$ cat src/rtl/bus_cycle_control.sv
// bus_cycle_control: T-state sequencer for a single Z80-style external bus cycle.
//
// Cycle types: opcode fetch (M1), memory read/write, and IO read/write.
// The block drives the address/data pin-block enables and the control strobes.
// It also reports cycle completion back to the instruction sequencer.
//
// Optional feature: define BUS_CYCLE_WAIT_EN to honour nWAIT and allow TW states.
//   - Without it, nWAIT is ignored.
//   - Every cycle then has a fixed length: fetch 4, mem 3, IO 3+IO_WAITS clocks.
//
// state | meaning
// IDLE  | no cycle in progress, ready for a request
// T1    | address latched and driven; write data enabled
// T2    | strobes active; nWAIT sampled here for mem/fetch (and IO when IO_WAITS=0)
// TWA   | automatic IO wait states, IO_WAITS of them; nWAIT sampled in the last one
// TW    | external wait state, repeated while nWAIT is low
// T3    | final state of mem/IO cycles; refresh phase 1 of a fetch
// T4    | final state of a fetch (refresh phase 2)
module bus_cycle_control #(
  parameter int IO_WAITS = 1
) (
  input  logic       clk,
  input  logic       nreset,
  input  logic       req,
  input  logic [2:0] cyc_type,
  input  logic       nWAIT,
  output logic       ready,
  output logic       done,
  output logic       bus_ab_pin_we,
  output logic       bus_ab_pin_oe,
  output logic       rfsh_sel,
  output logic       bus_db_pin_re,
  output logic       ctl_bus_db_we,
  output logic       bus_db_pin_oe,
  output logic       nM1,
  output logic       nMREQ,
  output logic       nIORQ,
  output logic       nRD,
  output logic       nWR,
  output logic       nRFSH
);

  typedef enum logic [2:0] {S_IDLE, S_T1, S_T2, S_TWA, S_TW, S_T3, S_T4} state_t;

  localparam logic [2:0] CT_FETCH = 3'd0;
  localparam logic [2:0] CT_MRD   = 3'd1;
  localparam logic [2:0] CT_MWR   = 3'd2;
  localparam logic [2:0] CT_IORD  = 3'd3;
  localparam logic [2:0] CT_IOWR  = 3'd4;
  localparam logic [1:0] TWA_LOAD = 2'(IO_WAITS - 1);

  state_t     state, state_nxt;
  logic [2:0] cyc_q, cyc_nxt;
  logic [1:0] twa_cnt, twa_cnt_nxt;
  logic       accept, wait_req;

`ifdef BUS_CYCLE_WAIT_EN
  assign wait_req = ~nWAIT;
`else
  logic nwait_unused;
  assign nwait_unused = nWAIT;
  assign wait_req     = 1'b0;
`endif

  assign accept = req && ready && (cyc_type <= CT_IOWR);

  // Address is latched on the accept cycle and again for the refresh address in fetch T3.
  assign bus_ab_pin_we = accept || ((state == S_T3) && (cyc_q == CT_FETCH));
  assign ctl_bus_db_we = (state == S_T1) && ((cyc_q == CT_MWR) || (cyc_q == CT_IOWR));

  // Next-state logic: the IO wait counter loads on leaving T2 and counts down in TWA.
  always_comb begin
    state_nxt   = state;
    cyc_nxt     = cyc_q;
    twa_cnt_nxt = twa_cnt;
    case (state)
      S_IDLE: state_nxt = S_IDLE;
      S_T1:   state_nxt = S_T2;
      S_T2: begin
        if (((cyc_q == CT_IORD) || (cyc_q == CT_IOWR)) && (IO_WAITS != 0)) begin
          state_nxt   = S_TWA;
          twa_cnt_nxt = TWA_LOAD;
        end else begin
          state_nxt = wait_req ? S_TW : S_T3;
        end
      end
      S_TWA: begin
        if (twa_cnt != 2'd0) twa_cnt_nxt = twa_cnt - 2'd1;
        else                 state_nxt   = wait_req ? S_TW : S_T3;
      end
      S_TW:    state_nxt = wait_req ? S_TW : S_T3;
      S_T3:    state_nxt = (cyc_q == CT_FETCH) ? S_T4 : S_IDLE;
      S_T4:    state_nxt = S_IDLE;
      default: state_nxt = S_IDLE;
    endcase
    // Acceptance is only possible in IDLE or in a final state, so it overrides the case above.
    if (accept) begin
      state_nxt = S_T1;
      cyc_nxt   = cyc_type;
    end
  end

  // State register plus Moore outputs decoded from the next state, so they are registered.
  always_ff @(posedge clk or negedge nreset) begin
    if (!nreset) begin
      state         <= S_IDLE;
      cyc_q         <= CT_FETCH;
      twa_cnt       <= 2'd0;
      ready         <= 1'b1;
      done          <= 1'b0;
      bus_ab_pin_oe <= 1'b0;
      rfsh_sel      <= 1'b0;
      bus_db_pin_re <= 1'b0;
      bus_db_pin_oe <= 1'b0;
      nM1           <= 1'b1;
      nMREQ         <= 1'b1;
      nIORQ         <= 1'b1;
      nRD           <= 1'b1;
      nWR           <= 1'b1;
      nRFSH         <= 1'b1;
    end else begin
      state         <= state_nxt;
      cyc_q         <= cyc_nxt;
      twa_cnt       <= twa_cnt_nxt;
      ready         <= (state_nxt == S_IDLE) || (state_nxt == S_T4) ||
                       ((state_nxt == S_T3) && (cyc_nxt != CT_FETCH));
      done          <= (state_nxt == S_T4) || ((state_nxt == S_T3) && (cyc_nxt != CT_FETCH));
      bus_ab_pin_oe <= bus_ab_pin_oe || (state_nxt == S_T1);
      rfsh_sel      <= (state_nxt == S_T3) && (cyc_nxt == CT_FETCH);
      bus_db_pin_re <= ((cyc_nxt == CT_FETCH) || (cyc_nxt == CT_MRD) || (cyc_nxt == CT_IORD)) &&
                       ((state_nxt == S_T2) || (state_nxt == S_TWA) || (state_nxt == S_TW));
      bus_db_pin_oe <= ((cyc_nxt == CT_MWR) || (cyc_nxt == CT_IOWR)) &&
                       (state_nxt != S_IDLE) && (state_nxt != S_T4);
      nM1           <= !((cyc_nxt == CT_FETCH) &&
                         ((state_nxt == S_T1) || (state_nxt == S_T2) || (state_nxt == S_TW)));
      nMREQ         <= !(((cyc_nxt == CT_FETCH) &&
                          ((state_nxt == S_T1) || (state_nxt == S_T2) ||
                           (state_nxt == S_TW) || (state_nxt == S_T3))) ||
                         (((cyc_nxt == CT_MRD) || (cyc_nxt == CT_MWR)) &&
                          ((state_nxt == S_T1) || (state_nxt == S_T2) || (state_nxt == S_TW))));
      nIORQ         <= !(((cyc_nxt == CT_IORD) || (cyc_nxt == CT_IOWR)) &&
                         ((state_nxt == S_T2) || (state_nxt == S_TWA) || (state_nxt == S_TW)));
      nRD           <= !((((cyc_nxt == CT_FETCH) || (cyc_nxt == CT_MRD)) &&
                          ((state_nxt == S_T1) || (state_nxt == S_T2) || (state_nxt == S_TW))) ||
                         ((cyc_nxt == CT_IORD) &&
                          ((state_nxt == S_T2) || (state_nxt == S_TWA) || (state_nxt == S_TW))));
      nWR           <= !(((cyc_nxt == CT_MWR) || (cyc_nxt == CT_IOWR)) &&
                         ((state_nxt == S_T2) || (state_nxt == S_TWA) || (state_nxt == S_TW)));
      nRFSH         <= !((cyc_nxt == CT_FETCH) && ((state_nxt == S_T3) || (state_nxt == S_T4)));
    end
  end

endmodule

$ cat config.mk
export PLATFORM = sky130hd
export DESIGN_NAME = bus_cycle_control
export DESIGN_NICKNAME = d
export VERILOG_FILES = /design/src/rtl/bus_cycle_control.sv
export SDC_FILE = /design/constraint.sdc
export NUM_CORES = 1
export LEC_CHECK = 0
export ABC_AREA = 1
export CAP_MARGIN = 20
export CORE_MARGIN = 2
export CORE_UTILIZATION = 50
export CTS_CLUSTER_SIZE = 8
export DETAILED_ROUTE_END_ITERATION = 6
export GPL_TIMING_DRIVEN = 0
export PLACE_DENSITY = 0.78
export SLEW_MARGIN = 20
export SYNTH_ARGS = -nofsm -noshare
export SYNTH_HDL_FRONTEND = slang
export SYNTH_SLANG_ARGS = --single-unit
$ cat constraint.sdc
create_clock -name clk -period 2.2 [get_ports clk]
set_clock_uncertainty 0.1 [all_clocks]
set_input_delay 0.33 -clock clk [delete_from_list [all_inputs] [get_ports clk]]
set_output_delay 0.33 -clock clk [all_outputs]
set_load 0.01 [all_outputs]
==> flow_summary.yaml, run 1 <==
finish:
  filler_cell_count: 161
  multi_input_area_um2: 460
  ff_latch_area_um2: 509
  reg_top3: "cyc_q (3), state (3), twa_cnt (2)"
  final_nets: 159
  layout-area-overhead-vs-synth_pct: 25.2
  antennaDiodeCount: 0
  post_route_cells_drive_above_1_share_pct: 23.5
cts:
  htreeDepth: 1
  cell_chosen_for_the_clock_root: "sky130_fd_sc_hd__clkbuf_4"
  clock_insertion_delay_worst_skew_ps: 300
  number_of_setup_buffers_added_after_cts: 0
  cts_made_buffers: 3
  tritoncts: "built"
  clockBufferDepth: 2
  cts_sinks: 20
  clk_pin_slew_ps: 100
  ctsHoldBuffers: 0
placed_design:
  gpl.final_weighted_congestion: 0.852
  place_ws_ps: -26.4
  buffer_ports.inserted: 19
  hpwlAfterDp_um: 1520
yosys:
  yosys-top-cells-area: "sky130_fd_sc_hd__dfrtp_1 (31%), sky130_fd_sc_hd__dfstp_2 (17%), sky130_fd_sc_hd__nand2_1 (10%), sky130_fd_sc_hd__nand3_1 (5.7%), sky130_fd_sc_hd__inv_1 (5.0%)"
  yosys.cell_types.count: 22
  post_synthesis_register_bit_count: 20
  synth_fp_nets: 135
  syn-mean-instance-area_um2: 8.35
  syn-cell-area_um2: 1050
  synthesis_warnings: 0
  ys_seq_area_share_pct: 48.4
  synth_top_area_cell: "sky130_fd_sc_hd__dfrtp_1"
  synthCells: 126
  synth_top_area_share_pct: 30.9
grt:
  grt_pass1_wl_um: 3460
  vias_in_the_first_global_route: 863
  grt_start_max_net_pins: 21
  grt_util_all_layers_pct: 17.7
  grt.overflow.total: 0
  number_of_antenna_violations_at_the_first_check_in_global_routing: 0
sta:
  finalSetupTns_ps: 0
  pins_over_their_slew_limit: 0
  post-route-period-util_pct: 89.2
  timing.final.ws_setup_ps: 237
  setup_viol_count_final: 0
  maxSlewHeadroom_pct: 46.6
  final_hold_viol_count: 0
  final_period_minus_worst_setup_slack_ps: 1960
  worstMarginPinSlew_ps: 799
  max_freq_ghz: 0.509
  grt_setup_unrepaired: "no"
route:
  drcViolationCount: 0
  drt_iter0_drc: 10
  wl_um: 1890
  first_pass_iters: 4
  num_vias: 864
  avgRoutedWirePerCell_um: 10.7
  detail_routed_via_count_per_cell: 4.91
  postRouteAntennaNets: 0
setup_path:
  timing.critical_path.from_type: "input pin"
  worst-r2r-cell-count: 11
  timing.setup.critical_path_class: "input pin to output port"
  crit_fanout: 9
  timing.rr.end: "nRD"
  required_ps: 1770
  ff2ff_setup_slack_ps: 510
  arrival_ps: 1530
  critical_path.endpoint_type: "output port"
  rr_startpoint: "state[2]"
die:
  core_um2: 1980
  io_pins: 21
  fp-row-count: 16
  floorplan.initialDensity_pct: 53.1
  floorplan.die.width_um: 49.9
  y_dimension_of_the_die_um: 49.9
  die-area_um2: 2490
power:
  switching_power_as_a_share_of_total_power_pct: 36.3
  clockPowerShare_pct: 18.2
  power_density_nw_per_um2: 851
  total_leakage_power_uw: 0.000663
  power.sequential.fraction_pct: 43.8
  power.combinational.fraction_pct: 38.0
  switching_power_uw: 407
  ir_worst_vdd_v: 0.000570
  cell_internal_pwr_uw: 714
status:
  run_status: "finished, final reports clean"
min_path:
  hold_class: "input pin to async pin"
run:
  drv.max_cap_violation_count: 0
## worst max-delay path by stage
stage | endpoint | start | depth (start not counted)
final | bus_ab_pin_we | cyc_type[1] | 5
after floorplan | nRD | ready | 13
after global routing | bus_ab_pin_we | cyc_type[1] | 5
after CTS | ctl_bus_db_we | cyc_q[0] | 3
after detailed placement | bus_ab_pin_we | cyc_type[1] | 5
after global placement | bus_ab_pin_we | cyc_type[1] | 5
## layout by cell type, fill, tap and decap left out
cell type                         netlist  final
sky130_fd_sc_hd__a21oi_1                4      4
sky130_fd_sc_hd__and3_1                 1      1
sky130_fd_sc_hd__clkbuf_4               0      3
sky130_fd_sc_hd__clkbuf_8               0      1
sky130_fd_sc_hd__clkdlybuf4s50_1        0     17
sky130_fd_sc_hd__dfrtp_1               13     13
sky130_fd_sc_hd__dfstp_2                7      7
sky130_fd_sc_hd__dlygate4sd2_1          0      1
sky130_fd_sc_hd__dlymetal6s2s_1         0      1
sky130_fd_sc_hd__ha_1                   2      2
sky130_fd_sc_hd__inv_1                 14     14
sky130_fd_sc_hd__inv_2                  9      9
sky130_fd_sc_hd__nand2_1               29     29
sky130_fd_sc_hd__nand2_2                5      5
sky130_fd_sc_hd__nand2_4                2      2
sky130_fd_sc_hd__nand3_1               12     12
sky130_fd_sc_hd__nand3b_1               1      1
sky130_fd_sc_hd__nand4_1                3      3
sky130_fd_sc_hd__nor2_1                 9      9
sky130_fd_sc_hd__nor3_1                 1      1
sky130_fd_sc_hd__nor3_2                 1      1
sky130_fd_sc_hd__nor3b_1                1      1
sky130_fd_sc_hd__o21ai_0                4      4
sky130_fd_sc_hd__o21ai_2                4      5
sky130_fd_sc_hd__o21ai_4                2      2
sky130_fd_sc_hd__o21bai_1               1      1
## stage by stage
stage                     hold slack (ps)  cell area [um2]  power (uW)  std cells  util (%)
after floorplan                     -65.6             1050         785        126         -
after global placement                372             1280         905        172      64.4
after detailed placement              363             1280         923        172      64.4
after CTS                             396             1310        1130        176      66.2
after global routing                  421             1320        1220        176      66.5
final                                 387             1320        1120        176      66.5
## logic make-up after synthesis
| family | after synthesis | share of synthesized area, % |
|---|---|---|
| AOI/OAI and AO/OA | 16 | 11.4 |
| adders and majority gates | 2 | 2.38 |
| buffers and inverters | 23 | 8.20 |
| DFF | 20 | 48.4 |
| and+or+nand+nor | 65 | 29.6 |
## critical path, cell delays in order
cell	delay [ps]
sky130_fd_sc_hd__clkdlybuf4s50_1	480
sky130_fd_sc_hd__o21ai_2	210
sky130_fd_sc_hd__nand2_4	130
sky130_fd_sc_hd__o21ai_0	90
sky130_fd_sc_hd__dlygate4sd2_1	280
## metal layers
| layer | global-route usage [%] | share of wire [%] | routed length [um] |
|---|---|---|---|
| met3 | 3.03 | 4.2 | 79 |
| met4 | 6.02 | 1.6 | 31 |
| met5 | 0 | 0 | 0 |
| met2 | 32.2 | 50 | 940 |
| met1 | 21.0 | 44 | 838 |
## timing repair
| item | 4_1_cts | 5_1_grt |
|---|---|---|
| gates resized for setup | 1 | 2 |
| setup endpoints to repair | 1 | 1 |
| pin swaps | 1 | 0 |
| hold endpoints to repair | 0 | 0 |
## cell usage after synthesis
cell type,count
sky130_fd_sc_hd__a21oi_1,4
sky130_fd_sc_hd__and3_1,1
sky130_fd_sc_hd__dfrtp_1,13
sky130_fd_sc_hd__dfstp_2,7
sky130_fd_sc_hd__ha_1,2
sky130_fd_sc_hd__inv_1,14
sky130_fd_sc_hd__inv_2,9
sky130_fd_sc_hd__nand2_1,29
sky130_fd_sc_hd__nand2_2,5
sky130_fd_sc_hd__nand2_4,2
sky130_fd_sc_hd__nand3_1,12
sky130_fd_sc_hd__nand3b_1,1
sky130_fd_sc_hd__nand4_1,3
sky130_fd_sc_hd__nor2_1,9
sky130_fd_sc_hd__nor3_1,1
sky130_fd_sc_hd__nor3_2,1
sky130_fd_sc_hd__nor3b_1,1
sky130_fd_sc_hd__o21ai_0,4
sky130_fd_sc_hd__o21ai_1,1
sky130_fd_sc_hd__o21ai_2,4
sky130_fd_sc_hd__o21ai_4,2
sky130_fd_sc_hd__o21bai_1,1
## cell type report
cell class,count,share of cell area (%)
Inverter,23,6.55
Sequential cell,20,38.7
Tap cell,27,2.56
Timing Repair Buffer,19,14.5
Multi-Input combinational cell,83,34.9
Clock buffer,4,2.75
## power by group through the flow
stage,logic [uW],clock network (uW),registers (uW)
2_1_floorplan,285,0,499
3_3_place_gp,415,0,490
3_5_place_dp,429,0,494
4_1_cts,431,208,487
5_1_grt,488,226,502
6_report,426,203,491
No activity file was read; power rests on OpenSTA's default activity.
==> run 2, diff against run 1 <==
CORE_UTILIZATION = 53   (was 50)
PLACE_DENSITY = 0.82   (was 0.78)
clock period = 2.3 ns   (was 2.2 ns; I/O delays follow)
==> flow_summary.yaml, run 2 (synthesized netlist as in run 1, its figures left out) <==
status:
  run_status: "finished, final reports clean"
sta:
  maxSlewHeadroom_pct: 46.4
  pins_over_their_slew_limit: 0
  final_period_minus_worst_setup_slack_ps: 2170
  worstMarginPinSlew_ps: 802
  setup_viol_count_final: 0
  grt_setup_unrepaired: "no"
  final_hold_viol_count: 0
  post-route-period-util_pct: 94.4
  finalSetupTns_ps: 0
  max_freq_ghz: 0.461
cts:
  clk_pin_slew_ps: 110
  clock_insertion_delay_worst_skew_ps: 290
  tritoncts: "built"
  number_of_setup_buffers_added_after_cts: 0
  cts_made_buffers: 3
  cell_chosen_for_the_clock_root: "sky130_fd_sc_hd__clkbuf_4"
  clockBufferDepth: 2
  htreeDepth: 1
  cts_sinks: 20
setup_path:
  cpLargestDelayFamily: "buffers and inverters"
  worstSetupStartpoint: "state[1]"
  critPathBufInv: 2
  timing.setup.critical_path_class: "flip-flop to output port"
  crit_fanout: 5
  cpPeakStageDelay_ps: 570
  crit_slowest_cell: "sky130_fd_sc_hd__clkdlybuf4s50_1"
  required_ps: 1860
  timing.critical_path.from_type: "flip-flop"
  crit_path_cell_trace: "inv_2, nand3_1, nor3b_1, clkdlybuf4s50_1"
  arrival_ps: 1730
  critical_path.endpoint_type: "output port"
  rr_startpoint: "state[2]"
min_path:
  hp-start: "bus_ab_pin_oe"
  hold_class: "flip-flop to flip-flop"
finish:
  layout-area-overhead-vs-synth_pct: 25.0
  mostFrequentLayoutCell: "sky130_fd_sc_hd__nand2_1"
  antennaDiodeCount: 0
  fin_area_um2: 1320
  mostFrequentLayoutCells: "sky130_fd_sc_hd__nand2_1 (29), sky130_fd_sc_hd__clkdlybuf4s50_1 (18), sky130_fd_sc_hd__inv_1 (14), sky130_fd_sc_hd__dfrtp_1 (13), sky130_fd_sc_hd__nand3_1 (12)"
  reg_top3: "cyc_q (3), state (3), twa_cnt (2)"
  final_nets: 159
  post-route-util_pct: 68.4
  post_route_cells_drive_above_1_share_pct: 22.8
route:
  drcViolationCount: 0
  drt_iter0_drc: 15
  postRouteAntennaNets: 0
  avgRoutedWirePerCell_um: 11.2
  detail_routed_via_count_per_cell: 5.02
  num_vias: 883
  first_pass_iters: 4
  wl_um: 1960
grt:
  number_of_antenna_violations_at_the_first_check_in_global_routing: 0
  vias_in_the_first_global_route: 851
  top_usage_layer: "met2"
  global_route.usage.met2_pct: 30.6
  groute.layer.met3.usage_pct: 2.78
  grt.overflow.total: 0
  grt_util_all_layers_pct: 18.8
  grt_pass1_wl_um: 3500
  grt_start_max_net_pins: 21
  grt.met1_usage_pct: 24.7
power:
  ir_worst_vdd_v: 0.000674
  switching_power_uw: 388
  power.combinational.fraction_pct: 38.4
  power_density_nw_per_um2: 816
  total_leakage_power_uw: 0.000656
  clockPowerShare_pct: 18.0
  cell_internal_pwr_uw: 685
  switching_power_as_a_share_of_total_power_pct: 36.2
  power.sequential.fraction_pct: 43.6
run:
  drv.max_cap_violation_count: 0
die:
  floorplan.initialDensity_pct: 54.8
  core_um2: 1920
  y_dimension_of_the_die_um: 48.6
  io_pins: 21
  floorplan.die.width_um: 48.6
  die-area_um2: 2360
  fp-row-count: 16
placed_design:
  hpwlAfterDp_um: 1540
  buffer_ports.inserted: 19
  place_area_um2: 1280
  gpl.final_weighted_congestion: 0.862
## run 2: cell types whose count changed in the layout (fill, tap and decap cells not counted)
cell and change:
sky130_fd_sc_hd__o21ai_1 +1, sky130_fd_sc_hd__o21ai_2 -1, sky130_fd_sc_hd__dlygate4sd2_1 -1, sky130_fd_sc_hd__clkdlybuf4s50_1 +1
## run 2: path summary, 6_finish.rpt
check	endpoint	slack (ps)	depth (start not counted)
min in group asynchronous	bus_db_pin_oe	400	1
hold reg to reg	bus_ab_pin_oe	390	1
max in group asynchronous	state[2]	1190	1
setup reg to reg	nMREQ	600	11
hold / removal	bus_ab_pin_oe	390	1
setup / recovery	ctl_bus_db_we	130	4
## run 2: area by class of cell
class | count | area, um2
Clock buffer | 4 | 36.3
Fill cell | 156 | 607
Inverter | 23 | 86.3
Multi-Input combinational cell | 83 | 457
Sequential cell | 20 | 509
Tap cell | 27 | 33.8
Timing Repair Buffer | 19 | 193
## run 2: worst register-to-register path, stage by stage (launching register included)
cell                      delay [ps]
sky130_fd_sc_hd__dfrtp_1         420
sky130_fd_sc_hd__inv_2            80
sky130_fd_sc_hd__ha_1            270
sky130_fd_sc_hd__nand2_1          80
sky130_fd_sc_hd__nand2_1          60
sky130_fd_sc_hd__inv_2           110
sky130_fd_sc_hd__nand2_4          80
sky130_fd_sc_hd__nand2_2          80
sky130_fd_sc_hd__nand2_1          50
sky130_fd_sc_hd__nand2_1          50
sky130_fd_sc_hd__nand2_1          90
sky130_fd_sc_hd__a21oi_1         160
## run 2: what timing repair did
action / CTS / global route
resized for setup: 0 / 1
endpoints found under the setup margin: 0 / 1
hold buffers: 0 / 0
## run 2: power by group through the flow
| stage | Sequential (uW) | Combinational (uW) | Clock (uW) |
|---|---|---|---|
| 6_report | 468 | 412 | 193 |
| 5_1_grt | 473 | 468 | 218 |
| 4_1_cts | 467 | 415 | 198 |
| 3_5_place_dp | 474 | 411 | 0 |
| 3_3_place_gp | 469 | 394 | 0 |
| 2_1_floorplan | 478 | 273 | 0 |
## run 2: metal layers
metal,part of all wire [%],vias to the layer above
met5,0,-
met4,2.2,0
met3,4.7,6
met2,48,32
met1,45,395
li1,-,450
## run 2: stage by stage
step	instances	setup WS (ps)	total power, uW	hold slack, ps
floorplan	126	780	751	-50.6
global placement	172	67.7	863	372
detailed placement	172	34.8	885	363
CTS	176	25.4	1080	396
global route	176	37.1	1160	407
finish	176	130	1070	393
==> run 3, diff against run 2 <==
GPL_TIMING_DRIVEN = 1   (was 0)
==> flow_summary.yaml, run 3 (synthesized netlist as in run 1, its figures left out) <==
setup_path:
  crit_slowest_cell: "sky130_fd_sc_hd__clkdlybuf4s50_1"
  timing.critical_path.from_type: "flip-flop"
  critPathBufInv: 2
  crit_path_cell_trace: "inv_2, nand3_1, nor3b_2, clkdlybuf4s50_1"
  cpLargestDelayFamily: "buffers and inverters"
  timing.setup.critical_path_class: "flip-flop to output port"
  cpPeakStageDelay_ps: 550
  critical_path.endpoint_type: "output port"
  required_ps: 1860
  arrival_ps: 1720
  crit_fanout: 5
die:
  floorplan.initialDensity_pct: 54.8
  floorplan.die.width_um: 48.6
  y_dimension_of_the_die_um: 48.6
  core_um2: 1920
  io_pins: 21
  die-area_um2: 2360
  fp-row-count: 16
placed_design:
  buffer_ports.inserted: 19
  hpwlAfterDp_um: 1550
  placed_cells_incl_taps: 174
  gpl.final_weighted_congestion: 0.847
  place_ws_ps: 165
power:
  power_density_nw_per_um2: 820
  ir_worst_vdd_v: 0.000590
  total_leakage_power_uw: 0.000652
grt:
  grt_pass1_wl_um: 3750
  grt_start_max_net_pins: 21
  grt.overflow.total: 0
  number_of_antenna_violations_at_the_first_check_in_global_routing: 0
  grt_util_all_layers_pct: 20.6
  vias_in_the_first_global_route: 908
cts:
  cell_chosen_for_the_clock_root: "sky130_fd_sc_hd__clkbuf_4"
  clk_pin_slew_ps: 110
  tritoncts: "built"
  clock_insertion_delay_worst_skew_ps: 310
  cts_made_buffers: 3
  cts_sinks: 20
  clockBufferDepth: 2
  number_of_setup_buffers_added_after_cts: 0
  htreeDepth: 1
route:
  postRouteAntennaNets: 0
  drt_iter0_drc: 21
  avgRoutedWirePerCell_um: 11.5
  drcViolationCount: 0
  wl_um: 2050
  first_pass_iters: 4
  detail_routed_via_count_per_cell: 4.98
  num_vias: 887
sta:
  final_hold_viol_count: 0
  final_period_minus_worst_setup_slack_ps: 2170
  timing.final.ws_setup_ps: 135
  grt_setup_unrepaired: "no"
  setup_viol_count_final: 0
  post-route-period-util_pct: 94.1
  max_freq_ghz: 0.462
  worstMarginPinSlew_ps: 233
  finalSetupTns_ps: 0
  maxSlewHeadroom_pct: 84.5
  pins_over_their_slew_limit: 0
finish:
  antennaDiodeCount: 0
  layout-area-overhead-vs-synth_pct: 26.6
  final_nets: 161
  instances_no_fill: 178
  mostFrequentLayoutCells: "sky130_fd_sc_hd__nand2_1 (29), sky130_fd_sc_hd__clkdlybuf4s50_1 (19), sky130_fd_sc_hd__inv_1 (14), sky130_fd_sc_hd__dfrtp_1 (13), sky130_fd_sc_hd__nand3_1 (12)"
  reg_top3: "cyc_q (3), state (3), twa_cnt (2)"
  post_route_cells_drive_above_1_share_pct: 24.5
  mostFrequentLayoutCell: "sky130_fd_sc_hd__nand2_1"
min_path:
  hold_class: "input pin to async pin"
status:
  run_status: "finished, final reports clean"
run:
  drv.max_cap_violation_count: 0
## run 3: cell types whose count changed in the layout (fill, tap and decap cells not counted)
cell / before / now
sky130_fd_sc_hd__buf_4: 0 / 2
sky130_fd_sc_hd__nor3b_2: 0 / 1
sky130_fd_sc_hd__clkdlybuf4s50_1: 18 / 19
sky130_fd_sc_hd__dlymetal6s2s_1: 1 / 0
sky130_fd_sc_hd__nor3b_1: 1 / 0
## run 3: per-layer routing
metal,track usage (%),routed length (um),up-vias
li1,-,-,449
met4,11.0,49,0
met5,0,0,-
met2,36.1,1020,23
met3,2.47,85,5
met1,24.8,902,410
## run 3: path summary, 6_finish.rpt
kind / endpoint / start / cells past startpoint / slack (ps)
setup / recovery: ctl_bus_db_we / state[1] / 4 / 130
hold / removal: bus_db_pin_oe / nreset / 2 / 250
setup reg to reg: nMREQ / ready / 8 / 500
hold reg to reg: bus_ab_pin_oe / bus_ab_pin_oe / 1 / 390
max in group asynchronous: nRFSH / nreset / 2 / 1590
min in group clk: bus_ab_pin_oe / bus_ab_pin_oe / 1 / 390
## run 3: what timing repair did
item / in CTS / in global routing
hold buffers: 0 / 0
hold endpoints to repair: 0 / 0
resized for setup: 0 / 1
setup endpoints to repair: 0 / 1
## run 3: area by class of cell
cell class                 instances  area, um2
tap                               27       33.8
timing repair buffer              21        205
clock buffer                       4       36.3
multi-input combinational         83        462
sequential                        20        509
fill                             160        589
inverter                          23       86.3
## run 3: power breakdown
part	switching [uW]	leakage [uW]	total [uW]	internal (uW)
clock network	106	0.0000210	203	97.0
logic	251	0.000392	422	171
registers	44.4	0.000239	467	423
total	402	0.000652	1090	691
## run 3: through the flow
stage	utilization, %	instance area, um2	hold WS, ps	power (uW)
2_1_floorplan	-	1050	-50.6	751
3_3_place_gp	67.2	1290	372	868
3_5_place_dp	67.2	1290	363	886
4_1_cts	69.1	1330	270	1090
5_1_grt	69.3	1330	282	1170
6_report	69.3	1330	250	1090
